`config.mk`:
```
export PLATFORM = sky130hd
export DESIGN_NAME = if_prefetch_stage
export DESIGN_NICKNAME = d
export VERILOG_FILES = /design/src/rtl/if_prefetch_stage.sv
export SDC_FILE = /design/constraint.sdc
export NUM_CORES = 1
export LEC_CHECK = 0
export CAP_MARGIN = 10
export CELL_PAD_IN_SITES_DETAIL_PLACEMENT = 0
export CELL_PAD_IN_SITES_GLOBAL_PLACEMENT = 2
export CORE_MARGIN = 2
export CORE_UTILIZATION = 43
export DETAILED_ROUTE_END_ITERATION = 6
export GPL_ROUTABILITY_DRIVEN = 0
export PLACE_DENSITY_LB_ADDON = 0.1
export SKIP_LAST_GASP = 1
export SYNTH_ARGS = -nofsm -noshare
export SYNTH_HDL_FRONTEND = slang
export SYNTH_SLANG_ARGS = --single-unit
```
`constraint.sdc`:
```
create_clock -name clk -period 3.7 [get_ports clk]
set_input_delay 1.11 -clock clk [delete_from_list [all_inputs] [get_ports clk]]
set_output_delay 1.11 -clock clk [all_outputs]
set_load 0.05 [all_outputs]
```
`src/rtl/if_prefetch_stage.sv`:
```
// Instruction-fetch stage with a DEPTH-entry prefetch queue, in-order variable-latency memory port
// and branch flush. Define IF_PREFETCH_BYPASS_EN to forward a response straight to ID when the queue is empty.
module if_prefetch_stage #(
  parameter int                ADDR_W   = 32,
  parameter int                INSTR_W  = 32,
  parameter int                DEPTH    = 4,
  parameter logic [ADDR_W-1:0] RESET_PC = '0,
  parameter int                PC_STEP  = 4
) (
  input  logic               clk,
  input  logic               reset,
  input  logic               branch_taken,
  input  logic [ADDR_W-1:0]  branch_addr,
  output logic               imem_req,
  output logic [ADDR_W-1:0]  imem_addr,
  input  logic               imem_gnt,
  input  logic               imem_rvalid,
  input  logic [INSTR_W-1:0] imem_rdata,
  output logic               out_valid,
  input  logic               out_ready,
  output logic [ADDR_W-1:0]  out_pc,
  output logic [INSTR_W-1:0] out_instr
);

  localparam int CW = $clog2(DEPTH) + 1;
  localparam int PW = $clog2(DEPTH);
  localparam logic [CW:0] DEPTH_W = (CW+1)'(DEPTH);

  logic [ADDR_W-1:0]  fetch_pc;
  logic [CW-1:0]      count, outstanding, drop;
  logic [PW-1:0]      rd_ptr, wr_ptr, tag_rd, tag_wr;
  logic [ADDR_W-1:0]  fifo_pc    [DEPTH];
  logic [INSTR_W-1:0] fifo_instr [DEPTH];
  logic [ADDR_W-1:0]  tag_pc     [DEPTH];

  logic [CW:0] inflight;
  logic        accept, resp_keep, head_valid, push, pop;

  assign inflight   = {1'b0, count} + {1'b0, outstanding};
  // Gating with reset keeps the request low for the whole time reset is held.
  assign imem_req   = reset && !branch_taken && (inflight < DEPTH_W);
  assign imem_addr  = fetch_pc;
  assign accept     = imem_req && imem_gnt;
  assign resp_keep  = imem_rvalid && (drop == '0) && !branch_taken;
  assign head_valid = (count != '0);
  assign pop        = head_valid && out_ready && !branch_taken;

`ifdef IF_PREFETCH_BYPASS_EN
  logic bypass;
  assign bypass    = resp_keep && (count == '0);
  assign out_valid = head_valid || bypass;
  assign out_pc    = head_valid ? fifo_pc[rd_ptr]    : (bypass ? tag_pc[tag_rd] : '0);
  assign out_instr = head_valid ? fifo_instr[rd_ptr] : (bypass ? imem_rdata     : '0);
  assign push      = resp_keep && !(bypass && out_ready);
`else
  assign out_valid = head_valid;
  assign out_pc    = head_valid ? fifo_pc[rd_ptr]    : '0;
  assign out_instr = head_valid ? fifo_instr[rd_ptr] : '0;
  assign push      = resp_keep;
`endif

  always_ff @(posedge clk or negedge reset) begin
    if (!reset) begin
      fetch_pc    <= RESET_PC;
      count       <= '0;
      outstanding <= '0;
      drop        <= '0;
      rd_ptr      <= '0;
      wr_ptr      <= '0;
      tag_rd      <= '0;
      tag_wr      <= '0;
    end else if (branch_taken) begin
      fetch_pc    <= branch_addr;
      count       <= '0;
      rd_ptr      <= '0;
      wr_ptr      <= '0;
      tag_rd      <= '0;
      tag_wr      <= '0;
      outstanding <= outstanding - CW'(imem_rvalid);
      // outstanding already covers responses still marked for dropping, so every
      // request in flight after this cycle belongs to the abandoned stream.
      drop        <= outstanding - CW'(imem_rvalid);
    end else begin
      if (accept) begin
        fetch_pc <= fetch_pc + ADDR_W'(PC_STEP);
        tag_wr   <= tag_wr + 1'b1;
      end
      outstanding <= outstanding + CW'(accept) - CW'(imem_rvalid);
      if (imem_rvalid && (drop != '0)) drop <= drop - 1'b1;
      if (resp_keep) tag_rd <= tag_rd + 1'b1;
      if (push)      wr_ptr <= wr_ptr + 1'b1;
      if (pop)       rd_ptr <= rd_ptr + 1'b1;
      count <= count + CW'(push) - CW'(pop);
    end
  end

  // Storage arrays carry no reset; validity is tracked by the counters above.
  always_ff @(posedge clk) begin
    if (accept) tag_pc[tag_wr] <= fetch_pc;
    if (push && !branch_taken) begin
      fifo_pc[wr_ptr]    <= tag_pc[tag_rd];
      fifo_instr[wr_ptr] <= imem_rdata;
    end
  end

  a_rvalid_with_outstanding: assert property (
    @(posedge clk) disable iff (!reset) imem_rvalid |-> (outstanding != '0));

endmodule

```
* Word level (Yosys, flattened, before mapping)
Memory sizes are Yosys's and may differ from the RTL's.
Cells that the tools add are included.
** Operators by class
- Muxes and demuxes :: 20
- Reductions and logical operators :: 17
- $lt $le $gt $ge :: 1
- $add $sub $neg :: 12
** Operator list (number)
- 32-bit two-way mux :: 4
- 32-bit by 3-bit adder with 32-bit output (second input constant) :: 1
- 2-bit two-way mux :: 8
- 3-bit two-way mux :: 4
- 1-bit logical AND :: 9
- 3-bit by 1-bit subtractor with 3-bit output :: 3
- 2-bit by 1-bit adder with 2-bit output (second input constant) :: 4
- 2-bit nonzero test :: 4
- 3-bit by 1-bit adder with 3-bit output :: 2
- 3-bit nonzero test :: 2
- 3-bit by 3-bit adder with 4-bit output :: 1
- 4-bit by 3-bit < comparator with 1-bit output (second input constant) :: 1
- 1-bit two-way mux :: 4
- 3-bit zero test :: 1
- 3-bit by 1-bit subtractor with 3-bit output (second input constant) :: 1
- 1-bit zero test :: 1
** Storage, ports and cells
- Bits in writable memories :: 384
- Output and inout port bits :: 98
- Bits in registers :: 49
- Memories :: 3
** Memory list
- fifo_instr :: depth 4, bits a word 32, read ports 1, clocked after memory_dff 0, write ports 1, RTL line 33 : logic [INSTR_W-1:0] fifo_instr [DEPTH];
- fifo_pc :: depth 4, bits a word 32, read ports 1, clocked after memory_dff 0, write ports 1, RTL line 32 : logic [ADDR_W-1:0] fifo_pc [DEPTH];
- tag_pc :: depth 4, bits a word 32, read ports 1, clocked after memory_dff 0, write ports 1, RTL line 34 : logic [ADDR_W-1:0] tag_pc [DEPTH];

* Logic depth before layout (Yosys ltp)
- Depth in word-level cells :: 7
- Gate-level depth with buffers :: 13

* Least setup slack after synthesis
Ideal clock, no wire load.
- Path kind :: input to register
- Start :: input port branch_taken
- End :: register outstanding[2]
- Slack :: 155 ps
- Data required time :: 3621 ps
- Stages :: 12
- Path buffers :: 2
- Data arrival time :: 3466 ps
- Library setup time :: 79 ps
- Cells stage by stage :: nor4b_1 > and4_1 > inv_2 > clkbuf_1 > clkbuf_1 > ha_1 > inv_1 > ha_1 > fa_1 > xor2_1 > o21ai_0 > xor2_1
** On the way
- Word-level cells in the longest chain between the ends :: 7
** Ends and longest elaborated chain
- start: declaration :: RTL line 12 : input logic branch_taken,
- 1-bit zero test :: RTL line 41 : assign imem_req = reset && !branch_taken && (inflight < DEPTH_W);
- 1-bit logical AND (2 in series) :: RTL line 41
- 1-bit logical AND :: RTL line 43 : assign accept = imem_req && imem_gnt;
- 3-bit by 1-bit adder with 3-bit output :: RTL line 88 : outstanding <= outstanding + CW'(accept) - CW'(imem_rvalid);
- 3-bit by 1-bit subtractor with 3-bit output :: RTL line 88
- 3-bit two-way mux (*) :: RTL line 72 : end else if (branch_taken) begin
- end signal: assignment :: RTL line 79 : outstanding <= outstanding - CW'(imem_rvalid);
- end signal: assignment :: RTL line 88
- end: declaration :: RTL line 30 : logic [CW-1:0] count, outstanding, drop;
Mark *: on every way between the ends. The rest lies on a longest branch, timed or not.
A chain may end at the register's enable or synchronous reset.

* Worst setup path in the final report
- Start :: register count[1]
- End :: output port out_valid
** On the way
- Word-level cells in the longest chain between the ends :: 1
** Ends and longest elaborated chain
- start: declaration :: RTL line 30
- start signal: assignment :: RTL line 93 : count <= count + CW'(push) - CW'(pop);
- 3-bit nonzero test :: RTL line 45 : assign head_valid = (count != '0);
- end: declaration :: RTL line 19 : output logic out_valid,
No other way between the ends.

==> run summary <==
placed wire-length estimate -> 23,400 um
# rows -> 73
synth cell count leaders -> 384 x edfxtp_1, 96 x mux4_2, 73 x and2_1
Clk Tree Root Cell -> clkbuf_16
total CTS buffers -> 45
Synth async-reset ratio -> 0.1132
Iteration-0 DRC Markers -> 480
met3 global-route usage -> 0.03045
Slew headroom -> 0.3806
final worst slack -> 182.9 ps
Vias -> 8,929
Netlist Area Pre-Place -> 0.01727 sq mm
CP Cell Sequence -> or3_2 -> clkdlybuf4s50_1
placed cells -> 1,588
Setup TNS Final -> 0 ps
PwrDens -> 684.1 mW/mm^2
CP startpoint kind -> flip-flop
initial antenna violation count -> 1
#FFs+latches synth -> 433
GR peak layer -> met2
# diodes -> 0
First-pass DRT Iterations -> 7
Worst Tran Pin Value -> 929.1 ps
Post-synth EDFFs -> 384
CP peak stage delay -> 770 ps
clk buf depth -> 3
CP max stage cell -> clkdlybuf4s50_1
Finished Layout Cells -> 1,676
post-DR wirelength/cell -> 22.28 um
Worst Path Required -> 2590 ps
PortBufs -> 167
Final setup viols -> 0
Die Wd -> 204.4 um
met2 Use GR -> 0.3018
sequential area share after synthesis -> 0.7386
Max H-tree Level -> 2
GRT Resource Usage Total -> 0.1822
Gate Count Post-Synth -> 900
Layout Utilization -> 0.5354
Hold WC Path Type -> flip-flop to flip-flop
RSZ-0062 raised after global routing -> false
max cap viols -> 0
clk sinks -> 433
run status -> complete, no violations
first-pass GRT wire length -> 56,750 um
Setup Crit Path Kind -> flip-flop to output pin
post-route ant nets -> 0
crit-path max FO -> 14
Die Ht -> 204.4 um
CTS tree -> yes
Leak Pwr -> 7.260 nW
Synth area leaders -> edfxtp_1 67%, mux4_2 13%, dfrtp_1 7.1%, and2_1 2.6%, ha_1 1.4%
DR vias/cell -> 5.328
area of the die -> 0.04179 sq mm
Synth-to-Final Area Change -> 23.17%
vias in the first global route -> 9,265
clock latency at the later pin of the worst-skew pair -> 550 ps
max frequency -> 0.2843 GHz
syn_nets -> 991
drt total wl -> 37,340 um
Post-Syn Area per Cell -> 19.19 sq um
dpl ws -> 384.9 ps
Final Net Count -> 1,205
number of I/O pins -> 168
clk_skew -> 19.66 ps
Initial Utilization -> 0.4347
GRT overflow -> 0
top-area cell type share of the netlist area -> 0.6676
Worst Path Arrival -> 2410 ps
ratio of cells with drive above 1 in the final layout -> 0.2485
VDD IR-drop max -> 0.3011 mV
Worst setup EP type -> output pin
count leader, synth -> edfxtp_1
Hold Buf Count CTS -> 0
Global Route met1 Usage -> 0.2554
total number of yosys warnings -> 0
core area -> 0.03973 sq mm
Tmin final -> 3517 ps
DRC -> 0
Synth Flop Type -> edfxtp_1
Final Hold Viols -> 0
CTS clk-pin slew, worst paths -> 60 ps
largest net degree at the start of global routing -> 55
fin crit share -> 0.9506
max-slew violations -> 0
largest area contributor in the netlist -> edfxtp_1
Synth cell types -> 51
## cell type report
cell class | count | area (sq um)
Timing Repair Buffer | 209 | 1982
Inverter | 20 | 75.07
Tap cell | 525 | 656.9
Clock buffer | 65 | 1294
Sequential cell | 433 | 12770
Multi-Input combinational cell | 405 | 4272
Clock inverter | 19 | 226.5
Fill cell | 3148 | 18460
## registers in the layout (all words and copies together), names as in the netlist
register,count
fifo_instr,128
fifo_pc,128
tag_pc,128
imem_addr,32
count,3
drop,3
outstanding,3
rd_ptr,2
tag_rd,2
tag_wr,2
wr_ptr,2
## placed cells by master, fill, tap and decap left out, types with 8 or more instances in the layout
master and n:
edfxtp_1 384, clkdlybuf4s50_1 100, mux4_2 96, buf_4 84, and2_1 69, clkbuf_16 47, dfrtp_1 45, nand2_1 38
nor2_1 26, inv_1 19, o21ai_0 19, ha_1 19, nand3_1 18, clkbuf_1 13, xor2_1 12, buf_12 10
clkinv_2 9, dlygate4sd2_1 9, a21oi_1 8, nand4_1 8, o311ai_0 8
## per-layer routing
| layer | vias to the layer above | share of wire |
|---|---|---|
| li1 | 4028 | - |
| met2 | 213 | 0.49 |
| met3 | 42 | 0.043 |
| met1 | 4646 | 0.45 |
| met5 | - | 0 |
| met4 | 0 | 0.014 |
## final timing paths
path / startpoint / endpoint / slack, ps / cells after the start
worst max-delay path: count[1]$_DFF_PN0_ / out_valid / 180 / 2
worst max register to register: count[1]$_DFF_PN0_ / count[2]$_DFF_PN0_ / 870 / 11
min in group asynchronous: reset / drop[2]$_DFFE_PN0P_ / 760 / 2
worst min register to register: imem_addr[30]$_DFFE_PN0N_ / tag_pc[0][30]$_DFFE_PP_ / 520 / 0
worst min-delay path: imem_addr[30]$_DFFE_PN0N_ / tag_pc[0][30]$_DFFE_PP_ / 520 / 0
max in group asynchronous: reset / rd_ptr[1]$_DFFE_PN0P_ / 2360 / 2
## power breakdown
| group | total (mW) | internal, mW | leakage (nW) | switching [mW] |
|---|---|---|---|---|
| Clock | 4.58 | 2.78 | 0.744 | 1.80 |
| Combinational | 4.08 | 1.48 | 2.45 | 2.60 |
| Sequential | 5.90 | 5.63 | 4.06 | 0.273 |
## worst max-delay path: cells and delay by family (launching register included)
family	cells	cell delay, ps
flip-flops	1	430
buffers and inverters	1	770
AND/OR/NAND/NOR	1	660
## per-stage QoR
stage	instance area [sq um]	total power [mW]	hold slack [ps]
2_1_floorplan	17270	8.746	483.9
3_3_place_gp	19720	10.12	523.7
3_5_place_dp	19720	10.14	526.4
4_1_cts	21270	14.73	538.1
5_1_grt	21270	15.15	541.4
6_report	21270	14.55	522.9
## kinds of logic after synthesis
logic type | after synthesis | synth area share
buffers and inverters | 62 | 0.01471
multiplexers | 107 | 0.1318
flip-flops | 433 | 0.7386
AO/OA/AOI/OAI | 62 | 0.02478
adder cells (fa/ha/maj) | 21 | 0.01608
XOR/XNOR | 17 | 0.008621
AND/OR/NAND/NOR | 198 | 0.06534
## what timing repair did
item                       CTS  global route
setup endpoints to repair   15             5
pin swaps                    0             0
gates resized for setup     11             2
setup buffers                4             0
(Power assumes the default switching activity.)
==> RTL edit: new RTL, same settings <==
The parameter `ADDR_W` goes from 32 to 64.
--- a/src/rtl/if_prefetch_stage.sv
+++ b/src/rtl/if_prefetch_stage.sv
@@ -1,7 +1,7 @@
 // Instruction-fetch stage with a DEPTH-entry prefetch queue, in-order variable-latency memory port
 // and branch flush. Define IF_PREFETCH_BYPASS_EN to forward a response straight to ID when the queue is empty.
 module if_prefetch_stage #(
-  parameter int                ADDR_W   = 32,
+  parameter int                ADDR_W   = 64,
   parameter int                INSTR_W  = 32,
   parameter int                DEPTH    = 4,
   parameter logic [ADDR_W-1:0] RESET_PC = '0,
Ports: changed (resized branch_addr, imem_addr and out_pc); port bits go from 168 to 264. The function was not compared with the original's and may differ.
==> RTL edit against the unedited design <==
  * Sequential cell count grew 288
  * Cell area is 67% higher
  * Routed wire length increased by 94%
  * Synthesized area is 67% higher
  * Clock skew grew 2.9 ps
  * Register-to-register slack worse by 220 ps
  * Fmax down 2.8%
  * Total power rose by 64%
  * Setup slack got worse by 100 ps
==> RTL edit: results (changes against the unedited design) <==
Parameter                              Value

Status
  Result of the run    complete, no violations

Clock tree
  Number of H-tree branching levels    3 (+1)
  Clock latency on the worst-skew pair    620 ps (+70 ps)
  Num CTS Buffers    76 (+69%)

Place
  Placed instance count    2686 (+69%)
  Detailed-placement wirelength estimate    44200 um (+89%)
  Pre-CTS setup slack    395 ps (+9.97 ps)

Layout
  Ratio of cells with drive above 1 in the final layout    23.1% (-1.7 points)
  Number of nets in the layout    2016 (+67%)
  Biggest regs    fifo_pc x256, tag_pc x256, fifo_instr x128

STA
  Worst clock skew    22.6 ps (+2.91 ps)
  Transition time at the pin with the least slew margin    1180 ps (+247 ps)

Synth
  Number of flops mapped to enable cells by yosys    640 (+67%)
  Biggest area contributors in the synthesized netlist    edfxtp_1, mux4_2, dfrtp_1, and2_1, nand2_1
  Net Count, Synth    1691 (+71%)
  Cell variety after synth    58 (+14%)
  Area share of the leading cell type in the synthesized netlist    66.5% (-0.24 points)
  Sequential share of the synthesized area    73.5% (-0.32 points)

Detailed routing
  TritonRoute pass-1 iters    5 (-2)
  WL final    72600 um (+94%)
  Detailed-route via count    15629 (+75%)

Global route
  Largest net degree at the start of global routing    66 (+20%)
  Global-route wire length before repair    108000 um (+90%)
  GR Util All Layers    21.3% (+3.0 points)

Setup path
  Largest driver fanout on the critical path    30 (+16)
  Data arrival, critical path    2510 ps (+100 ps)
  Worst Setup SP    rd_ptr[0]
RTL edit: cell count changes in the layout (fill, tap and decap cells not counted), moves of 23 or more:
cell             unedited run  this run
clkbuf_16                  47        77
nor2_1                     26        49
nand2_1                    38        90
o21ai_0                    19        44
clkdlybuf4s50_1           100       163
dfrtp_1                    45        77
and2_1                     69        99
mux4_2                     96       160
edfxtp_1                  384       640
buf_4                      84       120
RTL edit: timing repair:
action                     CTS  global route
setup buffers                1             0
cloned                       1             0
setup endpoints to repair   84            14
resized for setup           19             2
RTL edit: cell type report:
| cell class | instances | area (um^2) | share of cell area, % |
|---|---|---|---|
| inverters | 23 | 86.3 | 0.244 |
| flip-flops and latches | 721 | 21300 | 60.0 |
| clock buffers | 90 | 1990 | 5.60 |
| multi-input cells | 745 | 7250 | 20.5 |
| clock inverters | 51 | 542 | 1.53 |
| well taps | 873 | 1090 | 3.08 |
| repair buffers | 326 | 3210 | 9.06 |
RTL edit: metal layers:
metal / track usage (%) / routed length, um / vias to the layer above
li1: - / - / 6947
met1: 30.1 / 32200 / 8138
met2: 34.4 / 35300 / 459
met3: 3.14 / 3600 / 85
met4: 6.38 / 1490 / 0
met5: 0 / 0 / -
RTL edit: path summary, 6_finish.rpt:
path                                   to  cells after the start  slack [ps]
min in group asynchronous  outstanding[2]                      2         590
hold / removal             outstanding[2]                      1         520
setup reg to reg                 count[2]                     12         650
hold reg to reg            outstanding[2]                      1         520
setup / recovery             out_instr[4]                      4          80
max in group asynchronous       rd_ptr[0]                      3        1970
RTL edit: logic make-up after synthesis:
family	share of synthesized area (%)
flip-flops	73.5
buffers and inverters	1.51
adder cells (fa/ha/maj)	0.961
AO/OA/AOI/OAI	2.81
multiplexers	12.8
AND/OR/NAND/NOR	7.94
XOR/XNOR	0.485
RTL edit: report_power, final:
part | switching, uW | total [uW] | internal [uW]
Sequential | 460 | 9930 | 9470
Clock | 3140 | 7640 | 4500
Combinational | 4000 | 6340 | 2340
RTL edit: worst max-delay path: stages (launching register included):
cell           delay, ps
dfrtp_4              490
buf_16               260
mux4_2               530
and2_1               170
dlygate4sd2_1        420
RTL edit: per-stage QoR:
step                instance area, um^2  utilization [%]
floorplan                         28900                -
global placement                  32900             49.2
detailed placement                32900             49.2
CTS                               35400             53.0
global route                      35400             53.0
finish                            35400             53.0
